### config.mk
export PLATFORM = sky130hd
export DESIGN_NAME = uart_sdram_bridge
export DESIGN_NICKNAME = d
export VERILOG_FILES = /design/src/rtl/uart_sdram_bridge.sv
export SDC_FILE = /design/constraint.sdc
export NUM_CORES = 1
export LEC_CHECK = 0
export ABC_CLOCK_PERIOD_IN_PS = 2500
export BUFFER_PORTS_ARGS = -buffer_cell sky130_fd_sc_hd__buf_2
export CAP_MARGIN = 30
export CORE_MARGIN = 4
export CORE_UTILIZATION = 40
export DETAILED_ROUTE_END_ITERATION = 8
export PLACE_DENSITY = 0.65
export SYNTH_ARGS = -nofsm -noshare
export SYNTH_HDL_FRONTEND = slang
export SYNTH_SLANG_ARGS = --single-unit
### constraint.sdc
create_clock -name i_clk -period 2.5 [get_ports i_clk]
set_input_delay 0.375 -clock i_clk [delete_from_list [all_inputs] [get_ports i_clk]]
set_output_delay 0.375 -clock i_clk [all_outputs]
set_load 0.01 [all_outputs]
### src/rtl/uart_sdram_bridge.sv
// rtl/uart_sdram_bridge.sv - UART byte-command to SDRAM request bridge
// Parses 'w'/'r'/'b' host commands, issues SDRAM requests, and returns data, ack or error bytes.
module uart_sdram_bridge #(
    parameter int AddrWidth     = 22,
    parameter int DataWidth     = 16,
    parameter int TimeoutCycles = 1_330_000,
    parameter int EnableAck     = 1
) (
    input  logic                 i_clk,
    input  logic                 i_rst_n,
    input  logic [7:0]           i_rx_data,
    input  logic                 i_rx_rdy,
    output logic                 o_rx_req,
    output logic [7:0]           o_tx_data,
    output logic                 o_tx_req,
    input  logic                 i_tx_rdy,
    input  logic                 i_ctrl_rdy,
    output logic                 o_wr_req,
    output logic [AddrWidth-1:0] o_wr_addr,
    output logic [DataWidth-1:0] o_wr_data,
    output logic                 o_rd_req,
    output logic [AddrWidth-1:0] o_rd_addr,
    input  logic [DataWidth-1:0] i_rd_data,
    input  logic                 i_rd_rdy,
    output logic                 o_busy,
    output logic                 o_err
);
    localparam int AddrBytes = (AddrWidth + 7) / 8;
    localparam int DataBytes = DataWidth / 8;
    localparam int TmoW      = $clog2(TimeoutCycles);
    localparam logic [7:0] CmdWr = 8'h77, CmdRd = 8'h72, CmdBurst = 8'h62;
    localparam logic [7:0] RespAck = 8'h6B, RespErr = 8'h3F;

    typedef enum logic [3:0] {
        IDLE, DECODE, GET_ADDR, GET_LEN, GET_DATA, WR_ISSUE,
        RD_ISSUE, RD_WAIT, TX_DATA, ACK, ERR
    } state_t;

    state_t              state, state_nxt;
    logic [7:0]          cmd;
    logic [AddrWidth-1:0] addr;
    logic [DataWidth-1:0] wdata;
    logic [DataWidth-1:0] rword;
    logic [8:0]          words;
    logic [7:0]          fld_cnt;
    logic [TmoW-1:0]     tmo_cnt;
    logic                pop, tx_go, tmo, known_cmd, addr_last, data_last, more_words;

    // Handshakes are gated on the previous strobe so each pending byte is taken or sent once.
    assign pop        = (state inside {IDLE, GET_ADDR, GET_LEN, GET_DATA}) && i_rx_rdy && !o_rx_req;
    assign tx_go      = (state inside {TX_DATA, ACK, ERR}) && i_tx_rdy && !o_tx_req;
    assign tmo        = (state inside {GET_ADDR, GET_LEN, GET_DATA}) && !pop
                        && (tmo_cnt == TmoW'(TimeoutCycles - 1));
    assign known_cmd  = cmd inside {CmdWr, CmdRd, CmdBurst};
    assign addr_last  = fld_cnt == 8'(AddrBytes - 1);
    assign data_last  = fld_cnt == 8'(DataBytes - 1);
    assign more_words = words > 9'd1;
    assign o_busy     = state != IDLE;

    always_ff @(posedge i_clk or negedge i_rst_n) begin
        if (!i_rst_n) state <= IDLE;
        else          state <= state_nxt;
    end

    always_comb begin
        state_nxt = state;
        case (state)
            IDLE:     if (pop) state_nxt = DECODE;
            DECODE:   state_nxt = known_cmd ? GET_ADDR : ERR;
            GET_ADDR: begin
                if (tmo) state_nxt = IDLE;
                else if (pop && addr_last) begin
                    if (cmd == CmdWr)      state_nxt = GET_DATA;
                    else if (cmd == CmdRd) state_nxt = RD_ISSUE;
                    else                   state_nxt = GET_LEN;
                end
            end
            GET_LEN:  if (tmo) state_nxt = IDLE; else if (pop) state_nxt = RD_ISSUE;
            GET_DATA: if (tmo) state_nxt = IDLE; else if (pop && data_last) state_nxt = WR_ISSUE;
            WR_ISSUE: if (i_ctrl_rdy) state_nxt = (EnableAck != 0) ? ACK : IDLE;
            RD_ISSUE: if (i_ctrl_rdy) state_nxt = RD_WAIT;
            RD_WAIT:  if (i_rd_rdy) state_nxt = TX_DATA;
            TX_DATA:  if (tx_go && data_last) state_nxt = more_words ? RD_ISSUE : IDLE;
            ACK:      if (tx_go) state_nxt = IDLE;
            ERR:      if (tx_go) state_nxt = IDLE;
            default:  state_nxt = IDLE;
        endcase
    end

    always_ff @(posedge i_clk or negedge i_rst_n) begin
        if (!i_rst_n) begin
            o_rx_req  <= 1'b0;
            o_tx_req  <= 1'b0;
            o_tx_data <= 8'h00;
            o_wr_req  <= 1'b0;
            o_wr_addr <= '0;
            o_wr_data <= '0;
            o_rd_req  <= 1'b0;
            o_rd_addr <= '0;
            o_err     <= 1'b0;
            cmd       <= 8'h00;
            addr      <= '0;
            wdata     <= '0;
            rword     <= '0;
            words     <= 9'd0;
            fld_cnt   <= 8'd0;
            tmo_cnt   <= '0;
        end else begin
            o_rx_req <= pop;
            o_tx_req <= 1'b0;
            o_wr_req <= 1'b0;
            o_rd_req <= 1'b0;
            o_err    <= tmo;
            if (pop)                                          tmo_cnt <= '0;
            else if (state inside {GET_ADDR, GET_LEN, GET_DATA}) tmo_cnt <= tmo_cnt + TmoW'(1);
            case (state)
                IDLE: if (pop) cmd <= i_rx_data;
                DECODE: begin
                    fld_cnt <= 8'd0;
                    tmo_cnt <= '0;
                    words   <= 9'd1;
                    o_err   <= !known_cmd;
                end
                GET_ADDR: if (pop) begin
                    addr    <= AddrWidth'({addr, i_rx_data});
                    fld_cnt <= addr_last ? 8'd0 : fld_cnt + 8'd1;
                end
                GET_LEN: if (pop) words <= {1'b0, i_rx_data} + 9'd1;
                GET_DATA: if (pop) begin
                    wdata   <= DataWidth'({wdata, i_rx_data});
                    fld_cnt <= data_last ? 8'd0 : fld_cnt + 8'd1;
                end
                WR_ISSUE: if (i_ctrl_rdy) begin
                    o_wr_req  <= 1'b1;
                    o_wr_addr <= addr;
                    o_wr_data <= wdata;
                end
                RD_ISSUE: if (i_ctrl_rdy) begin
                    o_rd_req  <= 1'b1;
                    o_rd_addr <= addr;
                end
                RD_WAIT: if (i_rd_rdy) begin
                    rword   <= i_rd_data;
                    fld_cnt <= 8'd0;
                end
                TX_DATA: if (tx_go) begin
                    o_tx_req  <= 1'b1;
                    o_tx_data <= rword[DataWidth-1 -: 8];
                    rword     <= rword << 8;
                    if (data_last) begin
                        fld_cnt <= 8'd0;
                        words   <= words - 9'd1;
                        addr    <= addr + AddrWidth'(1);
                    end else begin
                        fld_cnt <= fld_cnt + 8'd1;
                    end
                end
                ACK: if (tx_go) begin
                    o_tx_req  <= 1'b1;
                    o_tx_data <= RespAck;
                end
                ERR: if (tx_go) begin
                    o_tx_req  <= 1'b1;
                    o_tx_data <= RespErr;
                end
                default: ;
            endcase
        end
    end
endmodule

==> results of run 1 <==
==> kinds of logic (layout without fill, tap and decap cells) <==
family | count (synthesis) | after routing | share of synthesized area
and+or+nand+nor | 276 | 276 | 0.162
buffers and inverters | 67 | 189 | 0.0322
xor gates and xnor gates | 28 | 28 | 0.0290
adders and majority gates | 8 | 8 | 0.0118
muxes | 90 | 90 | 0.119
AOI/OAI and AO/OA | 168 | 168 | 0.123
DFF | 177 | 177 | 0.523
==> state kept, by name (all words and copies together) (netlist names), 8 cells and up <==
register,cells
addr,22
cmd,8
fld_cnt,8
o_rd_addr,22
o_tx_data,8
o_wr_addr,22
o_wr_data,16
rword,16
tmo_cnt,21
wdata,16
words,9
==> path summary, 6_finish.rpt <==
check                                   from            end  depth (start not counted)  slack [ns]
min in group asynchronous            i_rst_n     fld_cnt[2]                          2        0.52
worst max-delay path                o_rx_req       state[2]                          5        0.21
worst max register to register      o_rx_req       state[2]                          5        0.21
max in group asynchronous            i_rst_n  o_rd_addr[19]                          3        1.32
worst min register to register  o_tx_data[3]   o_tx_data[3]                          2        0.48
worst min-delay path            i_rd_data[0]       rword[0]                          3        0.15
==> report_power, final <==
group | internal, mW | leakage [nW] | switching [mW]
logic | 2.00 | 2.06 | 2.33
clock network | 1.54 | 0.299 | 1.22
registers | 3.97 | 2.23 | 0.980
==> timing repair <==
item,in CTS,in global routing
endpoints found under the hold margin,61,0
resized for setup,0,2
buffers inserted,0,0
hold buffers,1,0
endpoints found under the setup margin,0,11
==> routing by layer <==
layer | up-vias | part of all wire | global-route usage | routed length [um]
met5 | - | 0 | 0 | 0
met2 | 160 | 0.48 | 0.267 | 9480
met3 | 22 | 0.050 | 0.0444 | 999
li1 | 3147 | - | - | -
met4 | 0 | 0.013 | 0.0492 | 261
met1 | 3242 | 0.46 | 0.244 | 9200
==> worst max-delay path, cell delays in order, from the launching register on <==
cell and delay, ns:
dfrtp_1 0.38, nand2b_1 0.26, a2111oi_4 0.55, nor4_2 0.13
o2111ai_1 0.46, mux2_2 0.39
==> cell usage in the layout, fill, tap and decap left out, drive strengths merged, types with 13 or more instances in the layout <==
cell	instances
dfrtp	177
buf	134
mux2	87
nor2	70
nand2	68
o21ai	55
a21oi	48
nand3	40
inv	31
and3	22
clkbuf	19
nor3	18
xnor2	16
nand4	13
==> synth_stat cells, drive strengths merged, types with 4 or more instances <==
cell,instances
nor2,70
and3,22
o31ai,9
xnor2,16
nor4,7
nor2b,6
nand2b,8
ha,8
mux2,87
nand4,13
a22o,6
nor3,18
o22ai,10
dfrtp,177
o21ai,55
and4,5
or2,4
a31oi,12
xor2,12
buf,19
clkbuf,26
nand2,68
inv,22
a21oi,48
or3,4
nand3,40
==> layout make-up <==
cell class              count  area, um^2
fillers                  1943       10500
flip-flops and latches    177        4430
multi-input cells         570        3800
repair buffers            135         827
clock buffers              19         443
well taps                 270         338
clock inverters            13         160
inverters                  22        82.6
==> through the flow <==
step	area (um^2)	power, mW	util
3_3_place_gp	9460	9.18	0.460
6_report	10100	12.0	0.491
2_1_floorplan	8470	7.65	-
5_1_grt	10100	12.9	0.491
3_5_place_dp	9460	9.32	0.460
4_1_cts	10100	12.1	0.490
==> run metrics, run 1 <==
Port Buffers=103; syn_nets=852; Max Cap Violations=0; # H-tree levels=4; crit path launch type=register; Final Net Count=961; first-pass GRT wire length=33700 um; fin worst setup slack=0.209 ns; fmax=437 MHz; Yosys top cell area share=0.523; HP Class=in2reg; ANT nets after route=0; die width=154 um; DR pass1 iterations=6; yosys warns=0; top_reg_cell synth=dfrtp_1; Clock Latency Late Sink=0.44 ns; share of layout cells above drive strength 1=0.290; ys async rst share=1.00; synth unique cells=61; unrepaired setup endpoints after global routing=no; io pins=104; largest net degree at the start of global routing=67; vias in the first global route=6547; main area contributors after synthesis=dfrtp_1, mux2_2, nor2_1; Synth Cell Area=0.00847 mm^2; Post-Synthesis Cells=814; power per cell area=1190 mW/mm^2; DPL Wire Length=13700 um; Yosys reg bits=177; GRT Overall Usage=0.173; dpl cells=1173; full die area=0.0236 mm^2; First DRT Iteration DRCs=536; Worst Skew=0.0156 ns; Slew Viols, Final=0; syn_area_per_cell=10.4 um^2; n_diodes=0; Max VDD drop=0.607 mV; grt total ovfl=0; Worst-Margin Slew=0.670 ns; worst slack at placement=0.212 ns; final setup vio count=0; CP Max Fanout=6; Worst setup EP type=register; root buf cell=clkbuf_16; antenna violations before repair=0; die height=154 um; hold_ws=0.147 ns; routability cong.=0.873; worst relative slew slack=0.554; final hold vios=0; Synth-to-Final Area Change=19.1%; CTS tree=yes; Worst EP required=2.82 ns; Final Instance Count excl. Fillers=1206; clk slew on worst S/H paths=0.08 ns; Post-synth EDFFs=0; mean routed wirelength per cell=16.5 um; Rows=52; Vias=6571; drt drc=0; P_leak=4.58 nW; vias per inst=5.45; Clock Path Buffers=2; post-synth top area cell=dfrtp_1; final critical-path required period=2.29 ns; CORE AREA=0.0206 mm^2; final wirelength=19900 um; Setup CP Type=reg2reg; status=finished clean; period utilization=0.916; Setup TNS=0 ns; initial core utilization=0.412; Sink Count=177; post-synthesis sequential area ratio=0.523; WP data arrival=2.61 ns; TritonCTS buffer count=17
Power figures use the tool's default switching activity.
==> run 2: changes to the inputs <==
--- a/config.mk
+++ b/config.mk
@@ -5,12 +5,13 @@
 export SDC_FILE = /design/constraint.sdc
 export NUM_CORES = 1
 export LEC_CHECK = 0
-export ABC_CLOCK_PERIOD_IN_PS = 2500
+export ABC_CLOCK_PERIOD_IN_PS = 2200
 export BUFFER_PORTS_ARGS = -buffer_cell sky130_fd_sc_hd__buf_2
 export CAP_MARGIN = 30
 export CORE_MARGIN = 4
 export CORE_UTILIZATION = 40
 export DETAILED_ROUTE_END_ITERATION = 8
+export MAX_ROUTING_LAYER = met4
 export PLACE_DENSITY = 0.65
 export SYNTH_ARGS = -nofsm -noshare
 export SYNTH_HDL_FRONTEND = slang
==> constraint.sdc (replaced) <==
create_clock -name i_clk -period 2.2 [get_ports i_clk]
set_input_delay 0.33 -clock i_clk [delete_from_list [all_inputs] [get_ports i_clk]]
set_output_delay 0.33 -clock i_clk [all_outputs]
set_load 0.01 [all_outputs]
==> run 2 against run 1 <==
- register-to-register slack got worse by 0.11 ns
- core utilization is 0.61 points higher
- clock power rose by 7%
- combinational power is 20% higher
- maximum frequency increased by 9.1%
- final cell count rose by 1.3%
- clock skew decreased by 0.0061 ns
- first-iteration DRC count fell by 20%
==> run metrics, run 2 (synthesized netlist as in run 1, its figures left out) <==
status=finished clean (unchanged); top flop regs=addr x22, o_rd_addr x22, o_wr_addr x22 (unchanged); P_leak=4.65 nW (was 4.58 nW); cell area after layout=0.0102 mm^2 (was 0.0101 mm^2); Tot Pwr=13.7 mW (was 12.0 mW); Worst setup EP type=register (unchanged); DPL Wire Length=13700 um (about the same); Final Net Count=977 (was 961); final critical-path required period=2.10 ns (was 2.29 ns); Worst-Margin Slew=0.470 ns (was 0.670 ns); Max VDD drop=0.637 mV (was 0.607 mV); CP delay by family, top=simple AND/OR/NAND/NOR gates (was compound AO/OA/AOI/OAI gates); DR pass1 iterations=4 (was 6); root buf cell=clkbuf_16 (unchanged); dpl cells=1189 (was 1173); final wirelength=19900 um (about the same); CORE AREA=0.0206 mm^2 (unchanged); mean routed wirelength per cell=16.3 um (was 16.5 um); Post-CTS Setup Bufs=0 (unchanged); full die area=0.0236 mm^2 (unchanged); Min-Delay Path Depth=3 (unchanged); final hold vios=0 (unchanged); n_diodes=0 (unchanged); initial core utilization=0.412 (unchanged); worst reg2reg startpoint=state[2] (was o_rx_req); Max Cap Violations=0 (unchanged); ANT nets after route=0 (unchanged); Setup CP Type=reg2reg (unchanged); grt total ovfl=0 (unchanged); Rows=52 (unchanged); CP max stage cell=dfrtp_1 (was a2111oi_4); CP peak stage delay=0.46 ns (was 0.55 ns); First DRT Iteration DRCs=430 (was 536); HP Class=in2reg (unchanged); most frequent cells in the layout=dfrtp_1, buf_2, mux2_2 (unchanged); unrepaired setup endpoints after global routing=no (unchanged); Synth-to-Final Area Change=20.5% (was 19.1%); die width=154 um (unchanged); CTS tree=yes (unchanged); largest net degree at the start of global routing=71 (was 67); # fillers=1923 (was 1943); worst relative slew slack=0.682 (was 0.554); placed inst area=0.00960 mm^2 (was 0.00946 mm^2); GRT Overall Usage=0.178 (was 0.173); period utilization=0.955 (was 0.916); Buf+Inv Stages, Crit Path=2 (was 0); R2R setup slack=0.1 ns (was 0.21 ns); antenna violations before repair=0 (unchanged); final setup vio count=0 (unchanged); fmax=476 MHz (was 437 MHz); die height=154 um (unchanged); first-pass GRT wire length=33800 um (was 33700 um); Sink Count=177 (unchanged); routability cong.=0.874 (was 0.873); Worst Reg-to-Reg Cells=6 (was 5); worst reg2reg endpoint=o_wr_addr[17] (was state[2]); Worst EP required=2.50 ns (was 2.82 ns); Final Instance Count excl. Fillers=1222 (was 1206); Slew Viols, Final=0 (unchanged); crit path cell chain=buf_4 > nor2b_1 > nand2_1 > nor3_2 > buf_12 > mux2_2 (was nand2b_1 > a2111oi_4 > nor4_2 > o2111ai_1 > mux2_2); hold endpoint=rword[3] (was rword[0]); WP data arrival=2.40 ns (was 2.61 ns); Port Buffers=103 (unchanged); crit path launch type=register (unchanged); clk slew on worst S/H paths=0.06 ns (was 0.08 ns); Clock Latency Late Sink=0.43 ns (was 0.44 ns); CP Max Fanout=39 (was 6); Worst Skew=0.00950 ns (was 0.0156 ns); power per cell area=1340 mW/mm^2 (was 1190 mW/mm^2); vias in the first global route=6557 (was 6547); Vias=6492 (was 6571); worst slack at placement=0.0497 ns (was 0.212 ns); # H-tree levels=4 (unchanged); most common library cell in the layout ignoring fill and taps=dfrtp_1 (unchanged); TritonCTS buffer count=17 (unchanged); vias per inst=5.31 (was 5.45); Clock Path Buffers=2 (unchanged); fin worst setup slack=0.0996 ns (was 0.209 ns); share of layout cells above drive strength 1=0.304 (was 0.290); min-delay src=i_rd_data[3] (was i_rd_data[0]); Setup TNS=0 ns (unchanged); drt drc=0 (unchanged); io pins=104 (unchanged)
[run 2: through the flow]
step                hold slack, ns  utilization
finish                       0.131        0.497
global route                 0.137        0.497
CTS                          0.111        0.495
detailed placement           0.298        0.467
global placement             0.297        0.467
floorplan                   0.0344            -
[run 2: routing by layer]
layer | vias up | global-route usage | wire (um)
met2 | 146 | 0.271 | 9360
met5 | - | - | 0
met3 | 20 | 0.0354 | 782
li1 | 3169 | - | -
met1 | 3157 | 0.245 | 9460
met4 | 0 | 0.0509 | 285
[run 2: cell type report]
cell class                      instances  area, um^2  share of cell area
Inverter                               22        82.6             0.00809
Clock inverter                         13         128              0.0125
Multi-Input combinational cell        570        3820               0.374
Timing Repair Buffer                  151         972              0.0952
Tap cell                              270         338              0.0331
Sequential cell                       177        4430               0.434
Clock buffer                           19         443              0.0434
[run 2: repair_timing]
item / in CTS / in global routing
endpoints found under the setup margin: 0 / 11
gates resized for setup: 0 / 4
hold buffers: 1 / 0
hold endpoints to repair: 43 / 0
[run 2: how the worst max path moves through the flow]
stage                    end  cells after the start        from  slack (ns)
6_report       o_wr_addr[17]                      6    state[2]         0.1
5_1_grt          tmo_cnt[18]                      6    state[2]       0.005
4_1_cts             state[2]                      6  fld_cnt[2]        0.04
3_5_place_dp        state[2]                      6  fld_cnt[2]        0.05
3_3_place_gp        state[2]                      6  fld_cnt[2]         0.1
2_1_floorplan       state[1]                      5    o_rx_req        0.11
[run 2: tightest hold or removal path: stages]
cell     delay, ns
buf_2         0.07
nand3_1       0.05
o21ai_0       0.06
[run 2: power by group]
part,switching (mW),internal [mW],total (mW),leakage (nW)
combinational,2.76,2.42,5.18,2.15
clock,1.34,1.61,2.95,0.282
sequential,1.01,4.52,5.53,2.23
total,5.10,8.56,13.7,4.65
==> run 3: changes to the inputs <==
--- a/config.mk
+++ b/config.mk
@@ -6,13 +6,13 @@
 export NUM_CORES = 1
 export LEC_CHECK = 0
 export ABC_CLOCK_PERIOD_IN_PS = 2200
-export BUFFER_PORTS_ARGS = -buffer_cell sky130_fd_sc_hd__buf_2
 export CAP_MARGIN = 30
 export CORE_MARGIN = 4
 export CORE_UTILIZATION = 40
 export DETAILED_ROUTE_END_ITERATION = 8
+export DONT_BUFFER_PORTS = 1
 export MAX_ROUTING_LAYER = met4
-export PLACE_DENSITY = 0.65
+export PLACE_DENSITY = 0.6
 export SYNTH_ARGS = -nofsm -noshare
 export SYNTH_HDL_FRONTEND = slang
 export SYNTH_SLANG_ARGS = --single-unit
==> run 3 against run 2 <==
- the run now ends with negative hold slack left
- clock power hardly changed
- clock-buffer cell count rose by 1
- clock skew grew 0.0027 ns
- critical path type unchanged
==> run metrics, run 3 (synthesized netlist as in run 1, its figures left out) <==
root buf cell=clkbuf_16 (unchanged); cell area after layout=0.00976 mm^2 (was 0.0102 mm^2); CP max stage cell=a2111oi_4 (was dfrtp_1); clk slew on worst S/H paths=0.07 ns (was 0.06 ns); crit path launch type=register (unchanged); top flop regs=addr x22, o_rd_addr x22, o_wr_addr x22 (unchanged); period utilization=0.955 (about the same); Final Net Count=882 (was 977); mean routed wirelength per cell=17.5 um (was 16.3 um); most frequent cells in the layout=dfrtp_1, mux2_2, nor2_1 (was dfrtp_1, buf_2, mux2_2); routability cong.=0.881 (was 0.874); Worst-Margin Slew=0.586 ns (was 0.470 ns); Worst Skew=0.0122 ns (was 0.00950 ns); Rows=52 (unchanged); DR pass1 iterations=5 (was 4); # H-tree levels=4 (unchanged); crit path cell chain=nor2b_2 > a2111oi_4 > o21ai_1 > a31oi_1 > o2111ai_2 > mux2_2 (was buf_4 > nor2b_1 > nand2_1 > nor3_2 > buf_12 > mux2_2); First DRT Iteration DRCs=494 (was 430); fmax=476 MHz (about the same); status=finished, violations left (was finished clean); drt drc=0 (unchanged); die height=154 um (unchanged); final hold vios=177 (was 0); hold_ws=-0.396 ns (was 0.131 ns); power per cell area=1360 mW/mm^2 (was 1340 mW/mm^2); R2R setup slack=0.1 ns (about the same); placed inst area=0.00911 mm^2 (was 0.00960 mm^2); CP Max Fanout=5 (was 39); Tot Pwr=13.2 mW (was 13.7 mW); final critical-path required period=2.10 ns (about the same); CORE AREA=0.0206 mm^2 (unchanged); Worst EP required=2.51 ns (was 2.50 ns); CTS tree=yes (unchanged); Worst Reg-to-Reg Cells=6 (unchanged); Port Buffers=0 (was 103); initial core utilization=0.412 (unchanged); first-pass GRT wire length=33000 um (was 33800 um); CP delay by family, top=compound AO/OA/AOI/OAI gates (was simple AND/OR/NAND/NOR gates); share of layout cells above drive strength 1=0.237 (was 0.304); grt total ovfl=0 (unchanged); TritonCTS buffer count=17 (unchanged); Setup TNS=0 ns (unchanged); ANT nets after route=0 (unchanged); largest net degree at the start of global routing=178 (was 71); Clock Path Buffers=2 (unchanged); Max Cap Violations=0 (unchanged); Synth-to-Final Area Change=15.2% (was 20.5%); io pins=104 (unchanged); Clock Latency Late Sink=0.43 ns (about the same); final wirelength=19700 um (was 19900 um); failing checks=negative hold slack; # fillers=1938 (was 1923); Buf+Inv Stages, Crit Path=0 (was 2); Vias=6188 (was 6492); HP Class=in2async (was in2reg); final setup vio count=0 (unchanged); most common library cell in the layout ignoring fill and taps=dfrtp_1 (unchanged); antenna violations before repair=0 (unchanged); CP peak stage delay=0.47 ns (was 0.46 ns); die width=154 um (unchanged); unrepaired setup endpoints after global routing=no (unchanged); Sink Count=177 (unchanged); worst reg2reg endpoint=state[3] (was o_wr_addr[17]); vias per inst=5.49 (was 5.31); P_leak=4.22 nW (was 4.65 nW); Max VDD drop=0.616 mV (was 0.637 mV); WP data arrival=2.41 ns (was 2.40 ns); DPL Wire Length=13200 um (was 13700 um); Worst setup EP type=register (unchanged); Setup CP Type=reg2reg (unchanged); vias in the first global route=6077 (was 6557); Crit path depth=6 (unchanged); full die area=0.0236 mm^2 (unchanged); n_diodes=0 (unchanged); worst relative slew slack=0.604 (was 0.682); worst reg2reg startpoint=state[0] (was state[2]); Slew Viols, Final=0 (unchanged); GRT Overall Usage=0.175 (was 0.178)
## run 3: cell count changes in the layout (fill, tap and decap cells not counted), sizes merged
cell / delta
clkinvlp: +4
clkdlybuf4s15: +1
buf: -95
clkbuf: +1
clkinv: -5
dlygate4sd3: -1
## run 3: final cells by class
class / instances / area [um^2] / share of cell area
flip-flops and latches: 177 / 4430 / 0.454
multi-input cells: 570 / 3850 / 0.394
repair buffers: 56 / 487 / 0.0499
clock buffers: 20 / 447 / 0.0458
well taps: 270 / 338 / 0.0346
clock inverters: 12 / 125 / 0.0128
inverters: 22 / 82.6 / 0.00846
## run 3: worst max-delay path by stage
stage | from | endpoint | slack, ns
2_1_floorplan | o_rx_req | state[1] | 0.11
3_3_place_gp | words[4] | state[1] | 0.08
3_5_place_dp | state[1] | state[1] | 0.01
4_1_cts | state[1] | addr[6] | 0.02
5_1_grt | o_rx_req | state[3] | 0.001
6_report | state[0] | state[3] | 0.1
## run 3: per-layer routing
metal	global-route usage	up-vias	wire [um]	share of wire
met5	-	-	0	0
met4	0.0433	0	227	0.012
met3	0.0506	19	1240	0.063
met2	0.260	155	8970	0.45
met1	0.239	3034	9280	0.47
li1	-	2980	-	-
## run 3: worst reg2reg max path, stage by stage (launching register included)
cell and delay, ns:
dfrtp_1 0.43, nor2b_2 0.20, a2111oi_4 0.47, o21ai_1 0.14, a31oi_1 0.22, o2111ai_2 0.20
mux2_2 0.32
## run 3: per-stage QoR
stage	cells	hold WS, ns	util	setup slack [ns]
floorplan	814	0.0344	-	0.107
global placement	1093	0.0470	0.443	0.0792
detailed placement	1093	0.0470	0.443	0.0129
CTS	1125	-0.410	0.471	0.0174
global route	1127	-0.420	0.475	0.00144
finish	1127	-0.396	0.475	0.0997
## run 3: power breakdown
group	internal (mW)	switching (mW)
Clock	1.62	1.34
Sequential	4.52	1.45
Combinational	2.13	2.18
Total	8.26	4.97
## run 3: timing repair
item / 4_1_cts / 5_1_grt
pin swaps: 0 / 0
hold endpoints to repair: 177 / 177
gates resized for setup: 2 / 11
buffers inserted: 0 / 1
endpoints found under the setup margin: 2 / 40
cloned: 0 / 1
